<file path="src/rtl/key_pkg.sv">
// Shared constants and types for the key front end and the encoder stages.
package key_pkg;

    localparam int unsigned N_KEYS            = 8;
    localparam int unsigned IDX_W             = 3;
    localparam int unsigned DB_CYCLES_DEFAULT = 4;

    // Encoded key index, shared with the 8-to-3 encoder output.
    typedef logic [IDX_W-1:0] idx_t;

endpackage : key_pkg

</file>
<file path="src/rtl/debounce_bit.sv">
// Single-channel key conditioner: two-flop synchroniser followed by a
// stability counter that flips the debounced level only after DB_CYCLES
// consecutive synchronised samples disagree with it.
//   clk, rst_n : clock, async active-low reset
//   raw        : raw asynchronous key level
//   key        : debounced level (registered)
module debounce_bit
    import key_pkg::*;
#(
    parameter int unsigned DB_CYCLES = DB_CYCLES_DEFAULT
) (
    input  logic clk,
    input  logic rst_n,
    input  logic raw,
    output logic key
);

    localparam int unsigned CNT_W = $clog2(DB_CYCLES);

    logic             s1;
    logic             s2;
    logic [CNT_W-1:0] cnt;

    // Synchroniser, counter and debounced level share one reset domain.
    always_ff @(posedge clk or negedge rst_n) begin
        if (!rst_n) begin
            s1  <= 1'b0;
            s2  <= 1'b0;
            cnt <= '0;
            key <= 1'b0;
        end else begin
            s1 <= raw;
            s2 <= s1;
            if (s2 == key) begin
                cnt <= '0;
            end else if (cnt == CNT_W'(DB_CYCLES - 1)) begin
                key <= ~key;
                cnt <= '0;
            end else begin
                cnt <= cnt + CNT_W'(1);
            end
        end
    end

endmodule : debounce_bit

</file>
<file path="src/rtl/key_request_conditioner.sv">
// Key request conditioner: debounces N raw key lines, turns each debounced
// press into a sticky pending request for the downstream priority encoder,
// and retires requests one at a time via an index acknowledge.
//   clk, rst_n : clock, async active-low reset
//   raw_in     : raw key levels
//   ack/ack_idx: retire request ack_idx this cycle
//   ovr_clr    : clear sticky overrun flag
//   keys       : debounced key levels
//   press      : one-cycle rising-edge pulse per key (combinational)
//   req        : pending request vector
//   req_valid  : any request pending (combinational)
//   ovr        : sticky flag, press on an already-pending channel
module key_request_conditioner #(
    parameter int unsigned N         = key_pkg::N_KEYS,
    parameter int unsigned DB_CYCLES = key_pkg::DB_CYCLES_DEFAULT,
    parameter int unsigned IDX_W     = $clog2(N)
) (
    input  logic             clk,
    input  logic             rst_n,
    input  logic [N-1:0]     raw_in,
    input  logic             ack,
    input  logic [IDX_W-1:0] ack_idx,
    input  logic             ovr_clr,
    output logic [N-1:0]     keys,
    output logic [N-1:0]     press,
    output logic [N-1:0]     req,
    output logic             req_valid,
    output logic             ovr
);

    logic [N-1:0] keys_d;
    logic [N-1:0] clr_mask;

    // One debouncer per channel.
    for (genvar g = 0; g < N; g++) begin : g_ch
        debounce_bit #(
            .DB_CYCLES (DB_CYCLES)
        ) u_db (
            .clk   (clk),
            .rst_n (rst_n),
            .raw   (raw_in[g]),
            .key   (keys[g])
        );
    end

    assign press     = keys & ~keys_d;
    assign req_valid = |req;

    // One-hot retire mask; zero when no ack.
    always_comb begin
        clr_mask = '0;
        if (ack) begin
            clr_mask = N'(1) << ack_idx;
        end
    end

    // Pending requests and overrun: a new press always beats a clear.
    always_ff @(posedge clk or negedge rst_n) begin
        if (!rst_n) begin
            keys_d <= '0;
            req    <= '0;
            ovr    <= 1'b0;
        end else begin
            keys_d <= keys;
            req    <= (req & ~clr_mask) | press;
            if (|(press & req)) begin
                ovr <= 1'b1;
            end else if (ovr_clr) begin
                ovr <= 1'b0;
            end
        end
    end

endmodule : key_request_conditioner

</file>
<file path="config.mk">
export PLATFORM = sky130hd
export DESIGN_NAME = key_request_conditioner
export DESIGN_NICKNAME = d
export VERILOG_FILES = /design/src/rtl/key_pkg.sv /design/src/rtl/debounce_bit.sv /design/src/rtl/key_request_conditioner.sv
export SDC_FILE = /design/constraint.sdc
export NUM_CORES = 1
export LEC_CHECK = 0
export CAP_MARGIN = 20
export CORE_ASPECT_RATIO = 0.7
export CORE_MARGIN = 2
export CORE_UTILIZATION = 45
export DETAILED_ROUTE_END_ITERATION = 8
export PLACE_DENSITY_LB_ADDON = 0.15
export SYNTH_ARGS = -nofsm -noshare
export SYNTH_HDL_FRONTEND = slang
export SYNTH_SLANG_ARGS = --single-unit
</file>
<file path="constraint.sdc">
create_clock -name clk -period 1.3 [get_ports clk]
set_clock_uncertainty 0.15 [all_clocks]
set_input_delay 0.26 -clock clk [delete_from_list [all_inputs] [get_ports clk]]
set_output_delay 0.26 -clock clk [all_outputs]
set_load 0.1 [all_outputs]
</file>
# [Word-level counts from Yosys, hierarchy flattened]
# Index checks and enable logic that the tools add are counted.
[totals] memories=0 word_cells=112 register_bits=57 input_bits=15 rom_bits=0 mem_bits_rw=0 latch_bits=0
[op_classes] n_addsub=8 n_reduce_logical=11 mul=0 n_div=0 magnitude_cmp=0 shifts=1 eq_ne=16 n_mux=19 bitwise_logic=22
[op_table] op="2-bit two-way mux" count=16
[op_table] op="8-bit AND" count=3
[op_table] op="2-bit by 1-bit adder with 2-bit output (second input constant)" count=8
[op_table] op="2-bit == test (second input constant)" count=8
[op_table] op="1-bit NOT" count=16
[op_table] op="8-bit NOT" count=2
[op_table] op="2-bit AND reduction" count=8
[op_table] op="8-bit OR reduction" count=2
[op_table] op="1-bit == test" count=8
[op_table] op="8-bit two-way mux" count=1
[op_table] op="8-bit OR" count=1
[op_table] op="1-bit by 3-bit left shift with 8-bit output (first input constant)" count=1
[op_table] op="1-bit two-way mux" count=2
[op_table] op="2-bit nonzero test" count=1

# [Depth between registers and ports, before layout]
# Gate-level depths: netlist of the first run.
[logic_depth] word_depth=5 depth_mapped=3 mapped_depth_nobuf=3

# [Hierarchy]
# A second synthesis of the first run with hierarchy kept.
[hier_totals] hier_cells=139 area_unflattened_um2=2085.8
[by_module_without_submodules] mod="debounce_bit" n_inst=8 area_each_um2=173.9 cells_each=10 seq_area_each_um2=125.1
[by_module_without_submodules] mod="key_request_conditioner" n_inst=1 area_each_um2=694.4 cells_each=59 seq_area_each_um2=425.4

# [Least setup slack after synthesis of the first run]
# No wires, ideal clock.
[synth_timing] path_type="register to register" startpoint="register g_ch[1].u_db.key" endpoint="register ovr" arrival_ps=2140 path_buffers=0 stages_incl_launch_ff=4 t_required_ps=1086 path_slack_ps=-1054 cell_sequence="dfrtp_1 > nor2b_1 > a22o_1 > or3_1"
[synth_between] elab_chain_len=4 word_cells_on_any_way=5
[synth_lines] element="from (decl)" line_no="debounce_bit.sv:15" rtl="output logic key"
[synth_lines] element="from (signal assigned)" line_no="debounce_bit.sv:37" rtl="key <= ~key;"
[synth_lines] element="8-bit AND (*)" line_no="key_request_conditioner.sv:46" rtl="assign press = keys & ~keys_d;"
[synth_lines] element="via press[1]" line_no="key_request_conditioner.sv:25" rtl="output logic [N-1:0] press,"
[synth_lines] element="8-bit AND (*)" line_no="key_request_conditioner.sv:66" rtl="if (|(press & req)) begin"
[synth_lines] element="8-bit OR reduction (*)" line_no="key_request_conditioner.sv:66"
[synth_lines] element="1-bit two-way mux or 2-bit nonzero test (tied branches)"
[synth_lines] element="to (signal assigned)" line_no="key_request_conditioner.sv:62" rtl="ovr <= 1'b0;"
[synth_lines] element="to (signal assigned)" line_no="key_request_conditioner.sv:67" rtl="ovr <= 1'b1;"
[synth_lines] element="to (signal assigned)" line_no="key_request_conditioner.sv:69" rtl="ovr <= 1'b0;"
[synth_lines] element="to (decl)" line_no="key_request_conditioner.sv:28" rtl="output logic ovr"
# The timed path passes the listed nets; every way through them passes the cells marked *.
# A chain may end at the register's enable or synchronous reset.

# [Worst setup path in the final report of the first run]
[layout_timing] startpoint="register req[0]" endpoint="output port req_valid"
[layout_between] elab_chain_len=1
[layout_lines] element="from (decl)" line_no="key_request_conditioner.sv:26" rtl="output logic [N-1:0] req,"
[layout_lines] element="from (signal assigned)" line_no="key_request_conditioner.sv:65" rtl="req <= (req & ~clr_mask) | press;"
[layout_lines] element="8-bit OR reduction" line_no="key_request_conditioner.sv:47" rtl="assign req_valid = |req;"
[layout_lines] element="to (decl)" line_no="key_request_conditioner.sv:27" rtl="output logic req_valid,"
# Every way passes these cells.

==> results of run 1 <==
==> path summary, 6_finish.rpt <==
| kind | startpoint | endpoint | slack, ns | cells after the start |
|---|---|---|---|---|
| max | req[0]$_DFF_PN0_ | req_valid | -0.52 | 3 |
| min | g_ch[5].u_db.s1$_DFF_PN0_ | g_ch[5].u_db.s2$_DFF_PN0_ | 0.20 | 0 |
| max reg2reg | req[4]$_DFF_PN0_ | ovr$_DFFE_PN0P_ | -0.36 | 4 |
| min reg2reg | g_ch[5].u_db.s1$_DFF_PN0_ | g_ch[5].u_db.s2$_DFF_PN0_ | 0.20 | 0 |
| max in group asynchronous | rst_n | req[4]$_DFF_PN0_ | 0.41 | 3 |
| min in group asynchronous | rst_n | keys_d[7]$_DFF_PN0_ | 0.31 | 3 |
==> state kept, by name, summed over array words and instances, names as in the netlist <==
register / count
g_ch.u_db.key: 8
req: 8
g_ch.u_db.s1: 8
keys_d: 8
ovr: 1
g_ch.u_db.cnt: 16
g_ch.u_db.s2: 8
==> cell type report <==
class	count	area, um^2
inverters	9	36.3
well taps	55	68.8
clock inverters	6	105
repair buffers	92	1180
clock buffers	10	138
fillers	202	724
flip-flops and latches	57	1450
multi-input cells	89	706
==> cells in the final DEF (no fill, tap or decap), drive strengths merged, types with 5 or more instances in the layout <==
master,instances
nor3,8
buf,78
o21ai,22
dfrtp,57
xnor2,8
nor2b,10
clkdlybuf4s50,11
ha,8
clkbuf,10
inv,9
nand2,11
nor2,5
==> per-layer routing <==
layer  wire length (um)  vias to the layer above
met5                  0                        -
met4                 65                        0
met3                257                        5
met2               2570                       40
met1               2270                      786
li1                   -                      733
==> cell usage after synthesis (all sizes together) (2+ instances only) <==
cell type,instances,area share (%)
buf,8,2.9
dfrtp,57,68
ha,8,4.8
inv,9,1.6
nand2,11,2.0
nand2b,3,0.90
nand3b,4,1.4
nor2,5,0.90
nor2b,10,3.3
nor3,8,1.9
nor4,2,0.60
o21ai,22,5.3
o31ai,2,0.72
xnor2,8,3.3
==> repair_timing <==
item | in CTS | in global routing
setup endpoints to repair | 27 | 32
resized for setup | 25 | 15
buffers inserted | 16 | 15
hold endpoints to repair | 57 | 0
pin swaps | 3 | 3
hold buffers | 1 | 0
cloned | 0 | 0
==> cells by family after synthesis <==
family,count (synthesis)
AOI/OAI and AO/OA,26
and+or+nand+nor,47
DFF,57
xor gates and xnor gates,8
adders and majority gates,8
buffers and inverters,17
==> metrics by stage <==
| stage | worst slack, ns | TNS, ns | utilization, % |
|---|---|---|---|
| after CTS | -0.518 | -6.83 | 80.1 |
| after floorplan | -0.350 | -0.966 | - |
| after detailed placement | -0.327 | -2.01 | 69.3 |
| final | -0.518 | -6.97 | 83.6 |
| after global routing | -0.558 | -8.24 | 83.6 |
| after global placement | -0.277 | -1.79 | 69.3 |
==> results.yml, run 1 <==
status:
  violations: "negative setup slack"
  status: "finished, violations left"
critical_path:
  slowest_stage: "dfrtp_4"
  crit_path_cell_trace: "nor4_4 > nand2_4 > buf_12"
  crit_required_ns: 0.89
  cp_top_family: "flip-flops"
  slowest_delay_ns: 0.50
  cp-end-kind: "primary output"
  cp_num_buf_inv: 1
  crit_fanout: 2
  crit_arrival_ns: 1.41
  crit_type: "reg2out"
  cp-start-kind: "flip-flop"
layout:
  nets: 281
  drive_gt1_share_pct: 47.5
  layoutNonFillerInstCount: 318
  final_area_um2: 3680
  synthToLayoutAreaGrowth_pct: 75.5
  antenna_cells: 0
synthesis:
  synth-compound-area-share_pct: 6.86
  seq_area_frac_synth_pct: 68.0
  muxShareOfSynthArea_pct: 0
  synth_adder_area_share_pct: 4.77
  synth_top_family_by_area: "simple AND/OR/NAND/NOR gates"
  synth_ff_type: "dfrtp_1"
  synth_xor_area_share_pct: 3.34
  yosysWarnings: 0
  syn_nets: 186
  synth.avg_cell_area_um2: 12.9
  synth_area_um2: 2100
  syn_inst: 163
  ys_ff_latch: 57
  synth_cell_type_count: 21
  yosys.area_share.simple_pct: 12.5
  postSynth.asyncResetShare_pct: 100
  synth_edf_count: 0
floorplanning:
  dieArea_um2: 5230
  core-area_um2: 4400
  start_util_pct: 47.6
  die_y_um: 61.1
  io_pins: 41
  rows: 20
  die_w_um: 85.6
global_route:
  use_met1_pct: 25.0
  grt_overflow: 0
  grt-busiest-layer: "met2"
  grt_max_degree: 58
  grt_pass1_vias: 1621
  met3_usage_pct: 8.98
  use_met2_pct: 32.7
  gr-usage-all-layers_pct: 20.5
  antenna_found_initial: 0
  grt_pass1_wl_mm: 7.75
timing:
  rsz0062_at_grt: "yes"
  slew_violations: 0
  finalCritPeriodShare_pct: 140
  timing_hold_violations_final: 0
  fmax_ghz: 0.550
  fin_ws_ns: -0.518
  whs_ns: 0.198
  worst_pin_slew_ns: 0.328
  relSlewSlack_pct: 78.1
  finalSetupViolations: 31
  layout_min_cycle_time_ns: 1.82
place:
  dp_hpwl_mm: 2.86
  place_inst: 273
  numPortBuffers: 40
  globalplace.congestion: 0.861
  place_area_um2: 3050
cts:
  cts_buffers: 9
  cts.path.max_buffers: 2
  htree_num_levels: 3
  cts_root_buf: "clkbuf_8"
  clk_latency_ns: 0.34
  clk_pin_slew_ns: 0.06
  tritoncts: "done"
  clkSinkCount: 57
min_path:
  min_path_type: "reg2reg"
drt:
  drc: 0
  wl_per_cell_um: 16.2
  vias: 1564
  first_pass_iters: 4
  wl_mm: 5.16
  drt_iter0_drc: 50
  drtAntennaViolNets: 0
  viasPerCell: 4.92
job:
  cap_violations: 0
Power of run 1 is not shown: default switching activity piles up to over one toggle a cycle in this logic, so the estimate is an artifact.
==> run 2: changes to the inputs <==
CORE_MARGIN = unset   (was 2)
==> run 2 against run 1 <==
  * The flow still finishes with violations (negative setup slack)
  * Global-route usage up 0.29 points
  * Sequential cell count unchanged
  * Maximum frequency up 0.68%
  * Die area down 5.5%
  * Sequential share of layout area up 1.0 points
  * Count of clock-buffer cells in the layout up 3
  * Critical path type unchanged
  * Critical endpoint unchanged
  * Highest routed layer unchanged
==> results.yml, run 2 (synthesis results as in run 1) <==
timing:
  finalSetupViolations: 28
  fmax_ghz: 0.554
  finalCritPeriodShare_pct: 139
  layout_min_cycle_time_ns: 1.81
  relSlewSlack_pct: 80.7
  slew_violations: 0
  worst_pin_slew_ns: 0.290
  fin_ws_ns: -0.505
  rsz0062_at_grt: "yes"
  timing_hold_violations_final: 0
critical_path:
  cp_num_buf_inv: 1
  cp-end-kind: "primary output"
  r2r_slack_ns: -0.37
  slowest_stage: "dfrtp_4"
  crit_required_ns: 0.89
  cp-start-kind: "flip-flop"
  crit_path_cell_trace: "nor4_4 > nand2_4 > buf_12"
  crit_type: "reg2out"
  cp_top_family: "flip-flops"
  slowest_delay_ns: 0.50
  crit_arrival_ns: 1.40
  crit_fanout: 2
layout:
  largest_register: "g_ch.u_db.cnt"
  fillers: 224
  nets: 280
  largest_reg_flops: 16
  final_core_util_pct: 81.4
  layout_commonest_cell: "dfrtp_1"
  layout_common_cells: "48 x dfrtp_1, 27 x buf_12, 26 x buf_6"
  synthToLayoutAreaGrowth_pct: 71.0
  drive_gt1_share_pct: 45.0
  final_area_um2: 3590
  antenna_cells: 0
status:
  status: "finished, violations left"
  violations: "negative setup slack"
place:
  globalplace.congestion: 0.877
  place_area_um2: 3050
  dp_hpwl_mm: 2.91
  dp_slack_ns: -0.305
  numPortBuffers: 40
drt:
  wl_mm: 4.71
  wl_per_cell_um: 14.9
  drt_iter0_drc: 66
  vias: 1539
  drtAntennaViolNets: 0
  first_pass_iters: 4
  drc: 0
  viasPerCell: 4.85
floorplanning:
  rows: 20
  die_w_um: 83.6
  start_util_pct: 47.6
  dieArea_um2: 4940
  io_pins: 41
  die_y_um: 59.1
  core-area_um2: 4400
cts:
  clk_pin_slew_ns: 0.06
  cts.path.max_buffers: 2
  tritoncts: "done"
  clk_latency_ns: 0.34
  cts_buffers: 9
  htree_num_levels: 3
  clkSinkCount: 57
  cts_root_buf: "clkbuf_8"
global_route:
  antenna_found_initial: 0
  grt_pass1_wl_mm: 7.35
  grt_overflow: 0
  gr-usage-all-layers_pct: 20.8
  grt_pass1_vias: 1559
  grt_max_degree: 58
job:
  cap_violations: 0
min_path:
  min_path_type: "reg2reg"
[run 2: cell count changes in the layout (fill, tap and decap cells not counted), moves of 2 or more]
cell and change:
bufinv_16 -2, clkbuf_1 +3, clkdlybuf4s50_1 +2, dlymetal6s2s_1 -2
xnor2_2 -2
[run 2: worst paths after layout]
path	from	endpoint	cells past startpoint
max in group asynchronous	rst_n	req[4]$_DFF_PN0_	3
setup reg to reg	req[4]$_DFF_PN0_	ovr$_DFFE_PN0P_	4
hold / removal	g_ch[2].u_db.s1$_DFF_PN0_	g_ch[2].u_db.s2$_DFF_PN0_	0
min in group asynchronous	rst_n	g_ch[0].u_db.cnt[1]$_DFF_PN0_	3
hold reg to reg	g_ch[2].u_db.s1$_DFF_PN0_	g_ch[2].u_db.s2$_DFF_PN0_	0
setup / recovery	req[0]$_DFF_PN0_	req_valid	3
[run 2: per-stage QoR]
step                hold WS [ns]  setup TNS (ns)  std cells
floorplan                 -0.186          -0.966        163
global placement           0.123           -1.82        273
detailed placement         0.129           -2.08        273
CTS                        0.188           -6.89        310
global route               0.178           -8.09        317
finish                     0.198           -6.72        317
[run 2: timing repair]
action	4_1_cts	5_1_grt
hold endpoints to repair	57	0
hold buffers	1	0
pin swaps	4	1
resized for setup	21	13
setup endpoints to repair	27	29
setup buffers	20	9
[run 2: final cells by class]
class	instances	area [um^2]	area share [%]
Tap cell	55	68.8	1.92
Multi-Input combinational cell	89	691	19.3
Clock inverter	3	40.0	1.12
Timing Repair Buffer	91	1150	32.1
Clock buffer	13	149	4.15
Sequential cell	57	1450	40.4
Inverter	9	36.3	1.01
[run 2: layer usage]
metal,up-vias,share of wire (%),GRT usage (%)
met3,13,5.3,10.6
met1,745,41,23.8
li1,737,-,-
met5,-,0,0
met4,0,2.9,8.23
met2,44,50,33.8
Power of run 2 is left out for the same reason.
==> run 3: changes to the inputs <==
ABC_CLOCK_PERIOD_IN_PS = 1300   (was unset)
==> results of run 3 <==
No change in the layout: final DEF, timing and power equal those of run 2.
Power of run 3 is left out for the same reason.
